[config.mk]
export PLATFORM = sky130hd
export DESIGN_NAME = uart_rx_fifo
export DESIGN_NICKNAME = d
export VERILOG_FILES = /design/src/rtl/uart_rx_fifo.sv
export SDC_FILE = /design/constraint.sdc
export NUM_CORES = 1
export LEC_CHECK = 0
export ABC_AREA = 1
export ABC_CLOCK_PERIOD_IN_PS = 2800
export CAP_MARGIN = 20
export CORE_MARGIN = 1.5
export CORE_UTILIZATION = 47
export CTS_CLUSTER_SIZE = 40
export DETAILED_ROUTE_END_ITERATION = 7
export PLACE_DENSITY = 0.67
export SETUP_SLACK_MARGIN = 0.02
export SLEW_MARGIN = 25
export SYNTH_ARGS = -nofsm -noshare
export SYNTH_HDL_FRONTEND = slang
export SYNTH_SLANG_ARGS = --single-unit
[constraint.sdc]
create_clock -name clk -period 2.8 [get_ports clk]
set_clock_uncertainty 0.15 [all_clocks]
set_input_delay 0.7 -clock clk [delete_from_list [all_inputs] [get_ports clk]]
set_output_delay 0.7 -clock clk [all_outputs]
set_load 0.02 [all_outputs]
[src/rtl/uart_rx_fifo.sv]
// rtl/uart_rx_fifo.sv - 8N1 UART receiver feeding a show-ahead receive FIFO
module uart_rx_fifo #(
  parameter int CLKS_PER_BIT = 434,
  parameter int DEPTH_LOG2   = 4
) (
  input  logic       clk,
  input  logic       rst_n,
  input  logic       rxd,
  input  logic       rdreq,
  input  logic       err_clr,
  output logic [7:0] q,
  output logic       empty,
  output logic       full,
  output logic       ovf,
  output logic       ferr
);

  localparam int DEPTH = 1 << DEPTH_LOG2;
  localparam int CNT_W = $clog2(CLKS_PER_BIT);
  localparam logic [CNT_W-1:0]      BIT_END  = CNT_W'(CLKS_PER_BIT - 1);
  localparam logic [CNT_W-1:0]      HALF_END = CNT_W'(CLKS_PER_BIT / 2 - 1);
  localparam logic [DEPTH_LOG2:0]   FULL_CNT = (DEPTH_LOG2 + 1)'(DEPTH);

  typedef enum logic [1:0] {IDLE, START, DATA, STOP} state_t;

  logic             rxd_meta, rxd_s;
  state_t           state, state_nx;
  logic [CNT_W-1:0] cnt, cnt_nx;
  logic [2:0]       bit_idx, idx_nx;
  logic [7:0]       shreg, sh_nx;
  // Set once a low stop bit is seen; holds STOP until the line returns high.
  logic             brk_wait, brk_nx;
  logic             push, ferr_set;

  logic [7:0]            mem [DEPTH];
  logic [DEPTH_LOG2-1:0] wr_ptr, rd_ptr;
  logic [DEPTH_LOG2:0]   count, count_nx;
  logic                  pop, wr_en, ovf_set;

  // Synchronizer and receiver state registers.
  always_ff @(posedge clk or negedge rst_n) begin
    if (!rst_n) begin
      rxd_meta <= 1'b1;
      rxd_s    <= 1'b1;
      state    <= IDLE;
      cnt      <= '0;
      bit_idx  <= '0;
      shreg    <= '0;
      brk_wait <= 1'b0;
    end else begin
      rxd_meta <= rxd;
      rxd_s    <= rxd_meta;
      state    <= state_nx;
      cnt      <= cnt_nx;
      bit_idx  <= idx_nx;
      shreg    <= sh_nx;
      brk_wait <= brk_nx;
    end
  end

  // Receiver next-state: bit timing, sampling, push and framing-error strobes.
  always_comb begin
    state_nx = state;
    cnt_nx   = cnt + CNT_W'(1);
    idx_nx   = bit_idx;
    sh_nx    = shreg;
    brk_nx   = brk_wait;
    push     = 1'b0;
    ferr_set = 1'b0;
    unique case (state)
      IDLE: begin
        cnt_nx = '0;
        idx_nx = '0;
        brk_nx = 1'b0;
        if (!rxd_s) state_nx = START;
      end
      START: begin
        if (cnt == HALF_END) begin
          cnt_nx   = '0;
          state_nx = rxd_s ? IDLE : DATA;
        end
      end
      DATA: begin
        if (cnt == BIT_END) begin
          cnt_nx = '0;
          sh_nx  = {rxd_s, shreg[7:1]};
          idx_nx = bit_idx + 3'd1;
          if (bit_idx == 3'd7) state_nx = STOP;
        end
      end
      STOP: begin
        if (brk_wait) begin
          cnt_nx = '0;
          if (rxd_s) state_nx = IDLE;
        end else if (cnt == BIT_END) begin
          cnt_nx = '0;
          if (rxd_s) begin
            push     = 1'b1;
            state_nx = IDLE;
          end else begin
            ferr_set = 1'b1;
            brk_nx   = 1'b1;
          end
        end
      end
      default: state_nx = IDLE;
    endcase
  end

  assign pop      = rdreq && !empty;
  assign wr_en    = push && (!full || pop);
  assign ovf_set  = push && full && !pop;
  assign q        = mem[rd_ptr];

  // Occupancy update from the accepted push/pop pair.
  always_comb begin
    count_nx = count;
    if (wr_en && !pop)      count_nx = count + (DEPTH_LOG2 + 1)'(1);
    else if (!wr_en && pop) count_nx = count - (DEPTH_LOG2 + 1)'(1);
  end

  // FIFO storage; contents need no reset since q is don't-care while empty.
  always_ff @(posedge clk) begin
    if (wr_en) mem[wr_ptr] <= shreg;
  end

  // FIFO pointers, count, registered status and sticky error flags.
  always_ff @(posedge clk or negedge rst_n) begin
    if (!rst_n) begin
      wr_ptr <= '0;
      rd_ptr <= '0;
      count  <= '0;
      empty  <= 1'b1;
      full   <= 1'b0;
      ovf    <= 1'b0;
      ferr   <= 1'b0;
    end else begin
      if (wr_en) wr_ptr <= wr_ptr + DEPTH_LOG2'(1);
      if (pop)   rd_ptr <= rd_ptr + DEPTH_LOG2'(1);
      count <= count_nx;
      empty <= (count_nx == '0);
      full  <= (count_nx == FULL_CNT);
      if (ovf_set)      ovf <= 1'b1;
      else if (err_clr) ovf <= 1'b0;
      if (ferr_set)     ferr <= 1'b1;
      else if (err_clr) ferr <= 1'b0;
    end
  end

endmodule

==> results of run 1 <==
-- worst max-delay path: cells and delay by family, from the launching register on --
family,cells,cell delay (ns)
flip-flops,1,0.48
buffers and inverters,3,0.46
multiplexers,1,0.21
AO/OA/AOI/OAI,2,0.28
AND/OR/NAND/NOR,1,0.16
-- sequential cells by signal (all words and copies together), names as in the netlist, named ones only --
| name | count |
|---|---|
| bit_idx | 3 |
| brk_wait | 1 |
| mem | 128 |
| cnt | 9 |
| full | 1 |
| rxd_s | 1 |
| shreg | 8 |
| rxd_meta | 1 |
| ferr | 1 |
| wr_ptr | 4 |
| rd_ptr | 4 |
| ovf | 1 |
| count | 5 |
| state | 1 |
| empty | 1 |
-- metrics by stage --
step | area [sq um] | std cells | total power, mW | util (%)
after floorplan | 7270 | 593 | 4.34 | -
after global placement | 7830 | 803 | 5.05 | 51.7
after detailed placement | 7830 | 803 | 5.11 | 51.7
after CTS | 8870 | 850 | 8.21 | 58.6
after global routing | 8950 | 850 | 8.65 | 59.1
final | 8950 | 850 | 8.27 | 59.1
-- synthesized netlist by cell type, drive strengths merged, types with 5 or more instances --
master | instances | share of area, %
clkbuf | 14 | 0.72
a21oi | 5 | 0.34
ha | 16 | 2.8
o211ai | 11 | 1.1
inv | 43 | 2.2
edfxtp | 128 | 53
buf | 10 | 0.76
o221ai | 21 | 2.5
o32ai | 11 | 1.3
nor2 | 99 | 5.4
nand3 | 21 | 1.7
nand2 | 74 | 4.1
mux2i | 21 | 2.9
dfrtp | 39 | 13
o21ai | 45 | 3.1
xor2 | 15 | 1.8
-- report_power, final --
part | switching (mW) | internal [mW]
Combinational | 1.66 | 1.45
Clock | 0.980 | 1.32
Sequential | 0.0903 | 2.76
Total | 2.73 | 5.54
-- layout by cell type, fill, tap and decap left out, types with 3 or more instances in the layout --
master,n
edfxtp_1,128
nor2_1,74
nand2_1,67
dfrtp_1,38
inv_1,36
o21ai_0,31
buf_4,24
nand3_1,19
o221ai_1,19
nor2_2,17
clkbuf_16,17
ha_1,16
xor2_1,15
mux2i_1,15
buf_6,13
o211ai_1,11
o21ai_1,11
nor2_4,8
inv_2,7
buf_16,7
clkdlybuf4s50_1,7
buf_12,7
nand2_2,6
o32ai_1,6
o32ai_2,5
a21oi_1,5
clkinv_2,5
mux2i_4,4
inv_6,4
dfstp_2,3
-- timing repair --
action                     4_1_cts  5_1_grt
resized for setup              107       21
buffers inserted                10        0
pin swaps                       24        7
hold buffers                     0        0
gates cloned                     7        0
hold endpoints to repair         0        0
setup endpoints to repair        8        8
-- per-layer routing --
layer  wire [microns]  track usage, %  vias to the layer above
li1                 -               -                     2236
met3              903            4.40                       25
met1             6760            27.9                     2308
met5                0               0                        -
met4              268            8.29                        0
met2             8350            35.8                      140
-- worst max-delay path by stage --
stage | endpoint | slack [ns]
after CTS | q[2] | -0.04
after global routing | q[4] | -0.16
after detailed placement | q[2] | -0.03
after global placement | q[2] | -0.004
after floorplan | mem[4][0] | 0.61
final | q[4] | -0.08
-- cell type report --
type / count / area share (%)
flip-flops and latches: 170 / 54.8
multi-input cells: 353 / 25.7
repair buffers: 61 / 8.54
clock buffers: 19 / 4.84
well taps: 188 / 2.63
inverters: 46 / 1.99
clock inverters: 13 / 1.57
-- cell families after synthesis --
logic type,after synthesis
xor gates and xnor gates,17
buffers and inverters,70
and+or+nand+nor,201
DFF,170
adders and majority gates,16
AOI/OAI and AO/OA,97
muxes,22
==> metrics.csv, run 1 <==
stage,metric,value,unit
status,status,finished with violations,
status,violations,negative setup slack,
min_path,hold_class,input pin to async pin,
clocking,cts.clk_slew.worst_paths,0.07,ns
clocking,worstSkewPairLatency,0.42,ns
worst_setup_path,critPathSlowestCell,dfrtp_2,
worst_setup_path,max_stage_delay,0.48,ns
worst_setup_path,r2r_cells,11,
clocking,htree_num_levels,4,
clocking,cts_tree,built,
worst_setup_path,r2r-start,cnt[1],
timing,timing.fmax,348,MHz
synth,synth_seq_cells,170,
place,port_buffers,16,
place,place_hpwl,9570,microns
worst_setup_path,crit_arrival,2.03,ns
floorplan,die_height,127,microns
timing,hold_viol,0,
job,drv_cap,0,
finish,areaGrowthSynthToFinish,23.1,%
finish,nets,670,
worst_setup_path,crit_type,register to output port,
timing,fin_ws,-0.0766,ns
synth,synthFlopType,edfxtp_1,
global_route,overflow,0,
place,gp_congestion,0.799,
synth,synth_top_family_by_area,simple AND/OR/NAND/NOR gates,
synth,synth.mux.area_fraction,3.05,%
detailed_routing,drc,0,
power,p_leak,3.73,nW
detailed_routing,vias,4709,
detailed_routing,wl,16300,microns
finish,multi_input_area,0.00230,sq mm
worst_setup_path,crit_chain,"buf_12, buf_16, mux2i_1, o221ai_1, o211ai_1, nand2_1, buf_6",
synth,synthAdderAreaFrac,2.75,%
detailed_routing,antenna_left,0,
global_route,grt_max_degree,53,
worst_setup_path,critPathLaunch,rd_ptr[0],
synth,synth_edf_count,128,
synth,synthArstFlopShare,24.7,%
timing,maxSlewViolCount,0,
power,worst_ir_drop_vdd,0.532,mV
global_route,grt_pass1_vias,4743,
synth,synth_xor_area_share,2.05,%
finish,drive_gt1_share,22.5,%
global_route,grt_pass1_wl,25700,microns
finish,n_fill_cell,1163,
worst_setup_path,reg2reg_slack,0.52,ns
synth,synth_simple_gate_area_share,12.0,%
timing,setup_violations,7,
finish,regArea,0.00490,sq mm
floorplan,rows,45,
clocking,cts.path.max_buffers,2,
detailed_routing,avgRoutedWirePerCell,19.2,microns
floorplan,ios,17,
synth,synth_compound_area_share,8.88,%
clocking,numCtsBuffers,17,
timing,maxSlewHeadroom,44.6,%
timing,worst_slew_pin_slew,0.831,ns
clocking,cts-root-buf,clkbuf_16,
worst_setup_path,cp_max_fo,6,
synth,synth_cell_types,39,
clocking,cts.sinks,170,
worst_setup_path,cp-start-kind,register,
place,dpl_worst_slack,-0.0319,ns
synth,syn_area_per_cell,12.3,sq um
detailed_routing,drt-pass1-iter-count,5,
timing,fin_tns_setup,-0.316,ns
detailed_routing,drt_iter0_drc,435,
timing,fin_crit_sh,103,%
synth,synth_warnings,0,
synth,netlist_instances,593,
worst_setup_path,worst-endpoint-required,1.95,ns
synth,synth_fp_nets,614,
worst_setup_path,cp-end-kind,output port,
floorplan,die_area,0.0162,sq mm
global_route,antenna_found_initial,0,
floorplan,core,0.0151,sq mm
synth,synthesis.area,0.00727,sq mm
power,power_density,925,mW/mm^2
floorplan,die_w,127,microns
timing,hold-worst-slack,0.129,ns
synth,synth_seq_area_share,67.4,%
detailed_routing,routed_via_density,5.54,
timing,rsz0062_at_grt,yes,
global_route,grt_use_total,21.5,%
finish,diodes,0,
worst_setup_path,r2r_end,mem[10][0],
floorplan,start_util,48.0,%
timing,period_minus_slack,2.88,ns
Note: power is estimated with default switching activity, not from simulation.
==> inputs of run 2 (changes only) <==
--- a/config.mk
+++ b/config.mk
@@ -14,6 +14,7 @@
 export DETAILED_ROUTE_END_ITERATION = 7
 export PLACE_DENSITY = 0.67
 export SETUP_SLACK_MARGIN = 0.02
+export SKIP_LAST_GASP = 1
 export SLEW_MARGIN = 25
 export SYNTH_ARGS = -nofsm -noshare
 export SYNTH_HDL_FRONTEND = slang
==> run 2 against run 1 <==
Cell count unchanged. Sequential cell count stayed put. Maximum frequency fell by 0.44%. Highest routed layer unchanged. Clock-buffer cell count stayed put. Sequential share of layout area is 0.16 points higher. Setup slack got worse by 0.013 ns. Clock power is essentially flat. Critical path depth is 1 higher. The flow still finishes with violations (negative setup slack). Core utilization fell by 0.17 points. Final area decreased by 0.29%. Sequential power hardly changed. Combinational power is essentially flat.
==> metrics.csv, run 2 (synthesis gave the netlist of run 1 again) <==
stage,metric,value,unit
timing,worst_slew_pin_slew,0.828,ns
finish,nets,670,
detailed_routing,routed_via_density,5.47,
min_path,hold_class,input pin to async pin,
worst_setup_path,reg2reg_slack,0.52,ns
detailed_routing,drt-pass1-iter-count,5,
clocking,cts.sinks,170,
worst_setup_path,worst-endpoint-required,1.95,ns
worst_setup_path,cp-end-kind,output port,
floorplan,die_area,0.0162,sq mm
clocking,htree_num_levels,4,
finish,drive_gt1_share,22.2,%
power,worst_ir_drop_vdd,0.540,mV
status,violations,negative setup slack,
clocking,cts_tree,built,
power,p_int,5.52,mW
place,place_hpwl,9570,microns
power,power_density,924,mW/mm^2
finish,final_common_cell,edfxtp_1,
timing,hold_viol,0,
detailed_routing,antenna_left,0,
status,status,finished with violations,
timing,setup_violations,8,
worst_setup_path,crit_type,register to output port,
timing,maxSlewHeadroom,44.8,%
global_route,grt_max_degree,53,
power,p_comb_share,37.4,%
finish,diodes,0,
finish,largest_reg_flops,128,
detailed_routing,avgRoutedWirePerCell,18.9,microns
floorplan,rows,45,
worst_setup_path,cp_max_fo,7,
timing,hold-worst-slack,0.117,ns
floorplan,ios,17,
finish,utilization,58.9,%
finish,regMostFlops,mem,
detailed_routing,drc,0,
finish,most-common-layout-cells,"128 x edfxtp_1, 76 x nor2_1, 67 x nand2_1, 38 x dfrtp_1, 36 x inv_1",
clocking,cts.clk_slew.worst_paths,0.06,ns
place,place_area,0.00783,sq mm
job,drv_cap,0,
floorplan,core,0.0151,sq mm
detailed_routing,vias,4653,
global_route,overflow,0,
timing,period_minus_slack,2.89,ns
timing,fin_crit_sh,103,%
power,p_leak,3.72,nW
floorplan,start_util,48.0,%
clocking,worstSkewPairLatency,0.43,ns
worst_setup_path,crit_arrival,2.04,ns
floorplan,die_height,127,microns
clocking,hold_buffers,0,
global_route,grt_pass1_vias,4743,
power,p_seq_share,34.6,%
timing,fin_ws,-0.0893,ns
finish,reg_top3,"mem (128), cnt (9), shreg (8)",
place,gp_congestion,0.799,
timing,timing.fmax,346,MHz
timing,rsz0062_at_grt,yes,
finish,stdcell_area,0.00892,sq mm
power,netSwitchingFraction,33.0,%
timing,maxSlewViolCount,0,
place,dpl_worst_slack,-0.0319,ns
clocking,cts.path.max_buffers,2,
place,port_buffers,16,
global_route,grt_pass1_wl,25700,microns
floorplan,die_w,127,microns
detailed_routing,drt_iter0_drc,342,
global_route,antenna_found_initial,0,
clocking,numCtsBuffers,17,
finish,areaGrowthSynthToFinish,22.7,%
power,p_sw,2.73,mW
power,pwr-share-clk,28.0,%
global_route,grt_use_total,21.5,%
timing,fin_tns_setup,-0.435,ns
clocking,cts-root-buf,clkbuf_16,
worst_setup_path,cp-start-kind,register,
detailed_routing,wl,16100,microns
-- run 2: critical path: stages, from the launching register on --
cell      delay [ns]
dfrtp_2         0.49
clkinv_4        0.17
buf_12          0.17
buf_6           0.12
nor2_4          0.09
o32ai_2         0.08
o211ai_1        0.20
nand2_1         0.13
buf_6           0.15
-- run 2: power by group through the flow --
stage	combinational, mW	sequential, mW	clock [mW]
floorplan	1.47	2.87	0
global placement	2.17	2.89	0
detailed placement	2.22	2.89	0
CTS	3.01	2.85	2.34
global route	3.31	2.86	2.43
finish	3.09	2.86	2.31
-- run 2: through the flow --
step,power (mW),instances
floorplan,4.34,593
global placement,5.05,803
detailed placement,5.11,803
CTS,8.21,850
global route,8.60,850
finish,8.25,850
-- run 2: final cells by class --
type	instances	area [sq um]
flip-flops and latches	170	4900
fillers	1171	6220
multi-input cells	353	2280
clock inverters	13	140
well taps	188	235
inverters	46	178
clock buffers	19	433
repair buffers	61	757
-- run 2: final timing paths --
| check | from | to | depth (start not counted) |
|---|---|---|---|
| setup / recovery | rd_ptr[0] | q[2] | 8 |
| hold reg to reg | rxd_meta | rxd_s | 0 |
| max in group asynchronous | rst_n | empty | 2 |
| setup reg to reg | cnt[1] | mem[10][3] | 11 |
| hold / removal | rst_n | count[3] | 1 |
| min in group clk | rxd_meta | rxd_s | 0 |
-- run 2: layer usage --
layer / share of wire (%) / vias up / track usage, %
met4: 1.8 / 0 / 8.29
li1: - / 2231 / -
met5: 0 / - / 0
met2: 50 / 120 / 35.8
met3: 5.4 / 23 / 4.40
met1: 43 / 2279 / 27.9
-- run 2: what timing repair did --
item,4_1_cts,5_1_grt
buffers inserted,10,0
setup endpoints to repair,8,8
gates cloned,7,0
pin swaps,24,7
gates resized for setup,105,17
